==> config.mk <==
export PLATFORM = sky130hd
export DESIGN_NAME = fir_mac_multi
export DESIGN_NICKNAME = d
export VERILOG_FILES = /design/src/rtl/fir_pkg.sv /design/src/rtl/fir_mac_lane.sv /design/src/rtl/fir_mac_multi.sv
export SDC_FILE = /design/constraint.sdc
export NUM_CORES = 2
export LEC_CHECK = 0
export BUFFER_PORTS_ARGS = -buffer_cell sky130_fd_sc_hd__buf_2
export CAP_MARGIN = 5
export CORE_MARGIN = 10
export CORE_UTILIZATION = 50
export CTS_BUF_LIST = sky130_fd_sc_hd__clkbuf_8
export CTS_CLUSTER_SIZE = 10
export DETAILED_ROUTE_END_ITERATION = 6
export MAX_ROUTING_LAYER = met4
export PLACE_DENSITY_LB_ADDON = 0.08
export SYNTH_ARGS = -nofsm -noshare
export SYNTH_HDL_FRONTEND = slang
export SYNTH_SLANG_ARGS = --single-unit
==> constraint.sdc <==
create_clock -name clk -period 4.4 [get_ports clk]
set_clock_uncertainty 0.2 [all_clocks]
set_input_delay 0.66 -clock clk [delete_from_list [all_inputs] [get_ports clk]]
set_output_delay 0.66 -clock clk [all_outputs]
set_load 0.01 [all_outputs]
==> src/rtl/fir_pkg.sv <==
`default_nettype none
// ============================================================================
//  Module      : fir_pkg
//  Description : Shared types and the output round/saturate helper for the
//                multi-channel FIR MAC engine.
//  Revision    : 1.0 - initial release
// ============================================================================
package fir_pkg;

    // Control states shared by all lanes
    typedef enum logic [1:0] {
        ST_IDLE = 2'd0,
        ST_MAC  = 2'd1,
        ST_DONE = 2'd2
    } fir_state_t;

    // Result of the output conversion: clip flag plus value, sign-extended
    typedef struct packed {
        logic               sat;
        logic signed [63:0] val;
    } rs_t;

    // Optional round-half-up, arithmetic shift, then clip to a signed
    // out_w-bit range. The accumulator is presented sign-extended to 64 bits.
    function automatic rs_t round_sat(input logic signed [63:0] acc,
                                      input int                 shift,
                                      input bit                 rnd,
                                      input int                 out_w);
        rs_t                r;
        logic signed [63:0] t;
        logic signed [63:0] hi;
        logic signed [63:0] lo;
        t = acc;
        if (rnd && (shift > 0)) begin
            t = t + (64'sd1 <<< (shift - 1));
        end
        t  = t >>> shift;
        hi = (64'sd1 <<< (out_w - 1)) - 64'sd1;
        lo = -(64'sd1 <<< (out_w - 1));
        r.sat = 1'b0;
        r.val = t;
        if (t > hi) begin
            r.sat = 1'b1;
            r.val = hi;
        end else if (t < lo) begin
            r.sat = 1'b1;
            r.val = lo;
        end
        return r;
    endfunction

endpackage
`default_nettype wire

==> src/rtl/fir_mac_lane.sv <==
`default_nettype none
// ============================================================================
//  Module      : fir_mac_lane
//  Description : One FIR channel: signed accumulator plus registered
//                round/shift/saturate output stage.
//  Revision    : 1.0 - initial release
// ============================================================================
module fir_mac_lane
    import fir_pkg::*;
#(
    parameter int SMPL_W    = 16,
    parameter int CFF_W     = 16,
    parameter int ACC_W     = 42,
    parameter int OUT_SHIFT = 15,
    parameter int RND       = 1
) (
    input  logic                     clk,
    input  logic                     rst_n,
    input  logic                     clr_i,
    input  logic                     mac_en_i,
    input  logic                     cap_en_i,
    input  logic signed [SMPL_W-1:0] smpl_i,
    input  logic signed [CFF_W-1:0]  cff_i,
    output logic signed [SMPL_W-1:0] smpl_o,
    output logic                     sat_o
);

    localparam int PROD_W = SMPL_W + CFF_W;

    logic signed [PROD_W-1:0] prod_w;
    logic signed [ACC_W-1:0]  acc_q;
    logic signed [ACC_W-1:0]  acc_d;
    logic signed [63:0]       acc64_w;
    rs_t                      rs_w;
    logic                     unused_hi;

    assign prod_w  = smpl_i * cff_i;
    assign acc64_w = {{(64 - ACC_W){acc_q[ACC_W-1]}}, acc_q};
    assign rs_w    = round_sat(acc64_w, OUT_SHIFT, (RND != 0), SMPL_W);
    // Clipped value always fits SMPL_W; upper bits are pure sign extension
    assign unused_hi = ^rs_w.val[63:SMPL_W];

    // Next accumulator: clear at pass start, add the sign-extended product per tap
    always_comb begin
        acc_d = acc_q;
        if (clr_i) begin
            acc_d = '0;
        end else if (mac_en_i) begin
            acc_d = acc_q + {{(ACC_W - PROD_W){prod_w[PROD_W-1]}}, prod_w};
        end
    end

    // Accumulator register and output capture
    always_ff @(posedge clk or negedge rst_n) begin
        if (!rst_n) begin
            acc_q  <= '0;
            smpl_o <= '0;
            sat_o  <= 1'b0;
        end else begin
            acc_q <= acc_d;
            if (cap_en_i) begin
                smpl_o <= rs_w.val[SMPL_W-1:0];
                sat_o  <= rs_w.sat;
            end
        end
    end

endmodule
`default_nettype wire

==> src/rtl/fir_mac_multi.sv <==
`default_nettype none
// ============================================================================
//  Module      : fir_mac_multi
//  Description : Multi-channel FIR MAC engine. One shared control FSM walks
//                the coefficient index; NUM_CH lanes accumulate in parallel.
//  Revision    : 1.0 - initial release
// ============================================================================
module fir_mac_multi
    import fir_pkg::*;
#(
    parameter int NUM_COEFF = 1021,
    parameter int NUM_CH    = 2,
    parameter int SMPL_W    = 16,
    parameter int CFF_W     = 16,
    parameter int OUT_SHIFT = 15,
    parameter int RND       = 1,
    localparam int PTR_W    = $clog2(NUM_COEFF + 1)
) (
    input  logic                       clk,
    input  logic                       rst_n,
    input  logic                       start,
    input  logic                       abort,
    input  logic                       tap_vld,
    input  logic [NUM_CH*SMPL_W-1:0]   smpl_in,
    input  logic [CFF_W-1:0]           cff_in,
    output logic [PTR_W-1:0]           cff_ptr,
    output logic [NUM_CH*SMPL_W-1:0]   smpl_out,
    output logic [NUM_CH-1:0]          sat,
    output logic                       busy,
    output logic                       done
);

    localparam int ACC_W = SMPL_W + CFF_W + $clog2(NUM_COEFF);

    fir_state_t       state_q;
    logic [PTR_W-1:0] ptr_q;
    logic             done_q;
    logic             clr_w;
    logic             mac_en_w;
    logic             cap_en_w;

    assign clr_w    = (state_q == ST_IDLE) && start && !abort;
    assign mac_en_w = (state_q == ST_MAC) && tap_vld && !abort;
    assign cap_en_w = (state_q == ST_DONE) && !abort;

    assign cff_ptr = ptr_q;
    assign busy    = (state_q != ST_IDLE);
    assign done    = done_q;

    // Shared control: state, coefficient index and done pulse
    always_ff @(posedge clk or negedge rst_n) begin
        if (!rst_n) begin
            state_q <= ST_IDLE;
            ptr_q   <= '0;
            done_q  <= 1'b0;
        end else begin
            done_q <= 1'b0;
            case (state_q)
                ST_IDLE: begin
                    ptr_q <= '0;
                    if (start && !abort) begin
                        state_q <= ST_MAC;
                    end
                end
                ST_MAC: begin
                    if (abort) begin
                        state_q <= ST_IDLE;
                        ptr_q   <= '0;
                    end else if (tap_vld) begin
                        ptr_q <= ptr_q + PTR_W'(1);
                        if (ptr_q == PTR_W'(NUM_COEFF - 1)) begin
                            state_q <= ST_DONE;
                        end
                    end
                end
                ST_DONE: begin
                    state_q <= ST_IDLE;
                    ptr_q   <= '0;
                    done_q  <= !abort;
                end
                default: begin
                    state_q <= ST_IDLE;
                    ptr_q   <= '0;
                end
            endcase
        end
    end

    generate
        for (genvar c = 0; c < NUM_CH; c++) begin : g_lane
            fir_mac_lane #(
                .SMPL_W    (SMPL_W),
                .CFF_W     (CFF_W),
                .ACC_W     (ACC_W),
                .OUT_SHIFT (OUT_SHIFT),
                .RND       (RND)
            ) u_lane (
                .clk      (clk),
                .rst_n    (rst_n),
                .clr_i    (clr_w),
                .mac_en_i (mac_en_w),
                .cap_en_i (cap_en_w),
                .smpl_i   (smpl_in[c*SMPL_W +: SMPL_W]),
                .cff_i    (cff_in),
                .smpl_o   (smpl_out[c*SMPL_W +: SMPL_W]),
                .sat_o    (sat[c])
            );
        end
    endgenerate

endmodule
`default_nettype wire

==> results.cfg <==
[outcome]
outcome = finished, violations left
failed_checks = negative hold slack, negative setup slack

[timing]
hold_viol_final = 5
min_period_ns = 8.080
hold_slack_ns = -0.02063
setup_viol = 72
setup_tns_ns = -189.21
fmax_ghz = 0.1238
max_slew_margin = 0.2692
rsz0062_at_grt = yes
fin_crit_sh = 1.836
fin_ws_ns = -3.680
worstMarginPinSlew_ns = 1.092
drv_slew = 0

[clock_network]
cts_sinks = 131
cts.clk_slew.worst_paths_ns = 0.08
postCtsHoldBufs = 0
clock_latency_ns = 0.49
h-tree-depth = 4
cts_buffers = 17
cts_root_buffer = clkbuf_8
cts_tree = done
cts_max_path_buffers = 2

[synth]
ys_top_cells_by_count = 646 x inv_1, 526 x fa_1, 422 x nand2_1, 260 x ha_1, 244 x and2_1
ys_async_sr_fraction = 1.000
synth_nets = 4250
synth_edf_count = 0
synth.area.top_cells = fa_1 35%, dfrtp_1 11%, ha_1 11%
ys_ff_latch = 131
synth.avg_cell_area_um2 = 8.787
synth-seq-area-share = 0.1094
synth_most_common_cell = inv_1
synth_cell_types = 84
synth_warnings = 0
synth_top_area_frac = 0.3513
yosys.area.top_type = fa_1
synth_cells = 3411
synthFlopType = dfrtp_1
netlist_area_mm2 = 0.02997

[floorplanning]
ioPinCount = 99
dieArea_mm2 = 0.07014
start_util = 0.5060
die_h_um = 264.8
num_rows = 89
coreArea_mm2 = 0.05924
die_width_um = 264.8

[layout]
drive_gt1_frac = 0.3090
antenna_cells = 0
final_nets = 4892
fin_cells = 4838
area_growth_pct = 32.17

[critical_path]
crit_type = in -> reg
r2r_cells = 10
arrival_ns = 8.28
crit_family = adder cells
startpoint_type = primary input
crit_required_ns = 4.61
timing.rr.start = g_lane[1].u_lane.acc_q[14]$_DFFE_PN0P_
regToRegSetupSlack_ns = 0.76
crit_path_end_kind = flip-flop
critical_path.max_stage_delay_ns = 0.56
cp_common_cell = fa_1
crit_buf_inv = 5
crit_slowest_cell = fa_1
reg2reg_to = g_lane[1].u_lane.smpl_o[11]$_DFFE_PN0P_
crit_path_max_fanout = 8

[detailed_routing]
route.detailed.drc = 0
wl_per_cell_um = 17.12
drtPass1Iterations = 7
vias = 25310
wl_mm = 82.81
postRouteAntennaNets = 0
drt_iter0_drc = 1371
vias_per_cell = 5.232

[grt]
grt_max_degree = 86
grt_pass1_vias = 27630
grt_overflow = 0
grt_pass1_wl_mm = 140.8
track_usage = 0.2504
antenna_found_initial = 0

[placed_design]
gp_congestion = 0.9044
dp.cells = 4727
post-place-ws_ns = -4.415
dp_hpwl_mm = 67.39
io_buffers = 98

[job]
max_cap_violations = 0

[worst_hold_path]
hold_path.class = in -> async
cells in the final DEF, fill, tap and decap left out, types with 10 or more instances in the layout:
cell and count:
a21o_1 76, a21oi_1 64, a21oi_2 64, a21oi_4 12
and2_1 200, and2_4 44, and3_1 14, buf_12 18
buf_2 64, buf_4 554, buf_6 98, clkbuf_8 18
dfrtp_1 131, fa_1 494, fa_2 32, ha_1 193
ha_4 60, inv_1 599, inv_2 47, nand2_1 396
nand2_2 19, nand2b_1 23, nand3_1 34, nand4_1 31
nor2_1 125, nor2_2 10, nor2_4 10, nor2b_1 18
nor3_1 15, o21a_1 27, o21ai_0 50, o21ai_1 79
o21ai_2 15, o21bai_1 13, o22a_1 16, o22a_2 16
xnor2_1 75, xnor2_2 33, xor2_1 65
final cells by class:
class | count | area, um2
Clock buffer | 18 | 247.7
Clock inverter | 13 | 206.4
Fill cell | 4806 | 19630
Inverter | 646 | 2429
Multi-Input combinational cell | 2514 | 26420
Sequential cell | 131 | 3278
Tap cell | 773 | 967.2
Timing Repair Buffer | 742 | 6056
Timing Repair inverter | 1 | 7.507
cell families after synthesis:
kind of cell,Yosys count,synth area share
AOI/OAI and AO/OA,522,0.1121
xor gates and xnor gates,189,0.05523
adders and majority gates,786,0.4598
buffers and inverters,766,0.09797
DFF,131,0.1094
muxes,3,0.001044
and+or+nand+nor,1014,0.1644
per-layer routing:
layer | GRT usage | vias up | wire length, um
met1 | 0.3465 | 12750 | 38940
met5 | - | - | 0
met4 | 0.04985 | 0 | 1145
met2 | 0.3874 | 570 | 38550
met3 | 0.03750 | 69 | 4172
li1 | - | 11930 | -
metrics by stage:
| step | util | area, um2 |
|---|---|---|
| final | 0.6687 | 39620 |
| after CTS | 0.6543 | 38760 |
| after global routing | 0.6687 | 39620 |
| after floorplan | - | 31420 |
| after detailed placement | 0.6110 | 36200 |
| after global placement | 0.6110 | 36200 |
registers in the layout, summed over array words and instances (netlist names):
signal / flops
g_lane.u_lane.acc_q: 84
g_lane.u_lane.smpl_o: 32
cff_ptr: 10
g_lane.u_lane.sat_o: 2
state_q: 2
done: 1
repair_timing:
item | in CTS | in global routing
cloned | 2 | 0
pin swaps | 229 | 184
gates resized for setup | 375 | 162
buffers inserted | 60 | 42
setup endpoints to repair | 75 | 74
worst max-delay path by stage:
stage	slack, ns	cells past startpoint	to	from
after floorplan	-3.75	35	g_lane[0].u_lane.acc_q[41]$_DFFE_PN0P_	cff_in[4]
after CTS	-3.61	34	g_lane[0].u_lane.acc_q[41]$_DFFE_PN0P_	smpl_in[8]
after global routing	-3.92	34	g_lane[0].u_lane.acc_q[41]$_DFFE_PN0P_	cff_in[5]
after global placement	-4.29	33	g_lane[0].u_lane.acc_q[41]$_DFFE_PN0P_	cff_in[2]
after detailed placement	-4.42	33	g_lane[0].u_lane.acc_q[41]$_DFFE_PN0P_	cff_in[2]
final	-3.68	34	g_lane[0].u_lane.acc_q[41]$_DFFE_PN0P_	cff_in[5]
Power is not shown: default switching activity piles up to over one toggle a cycle in this logic, so the estimate is an artifact.
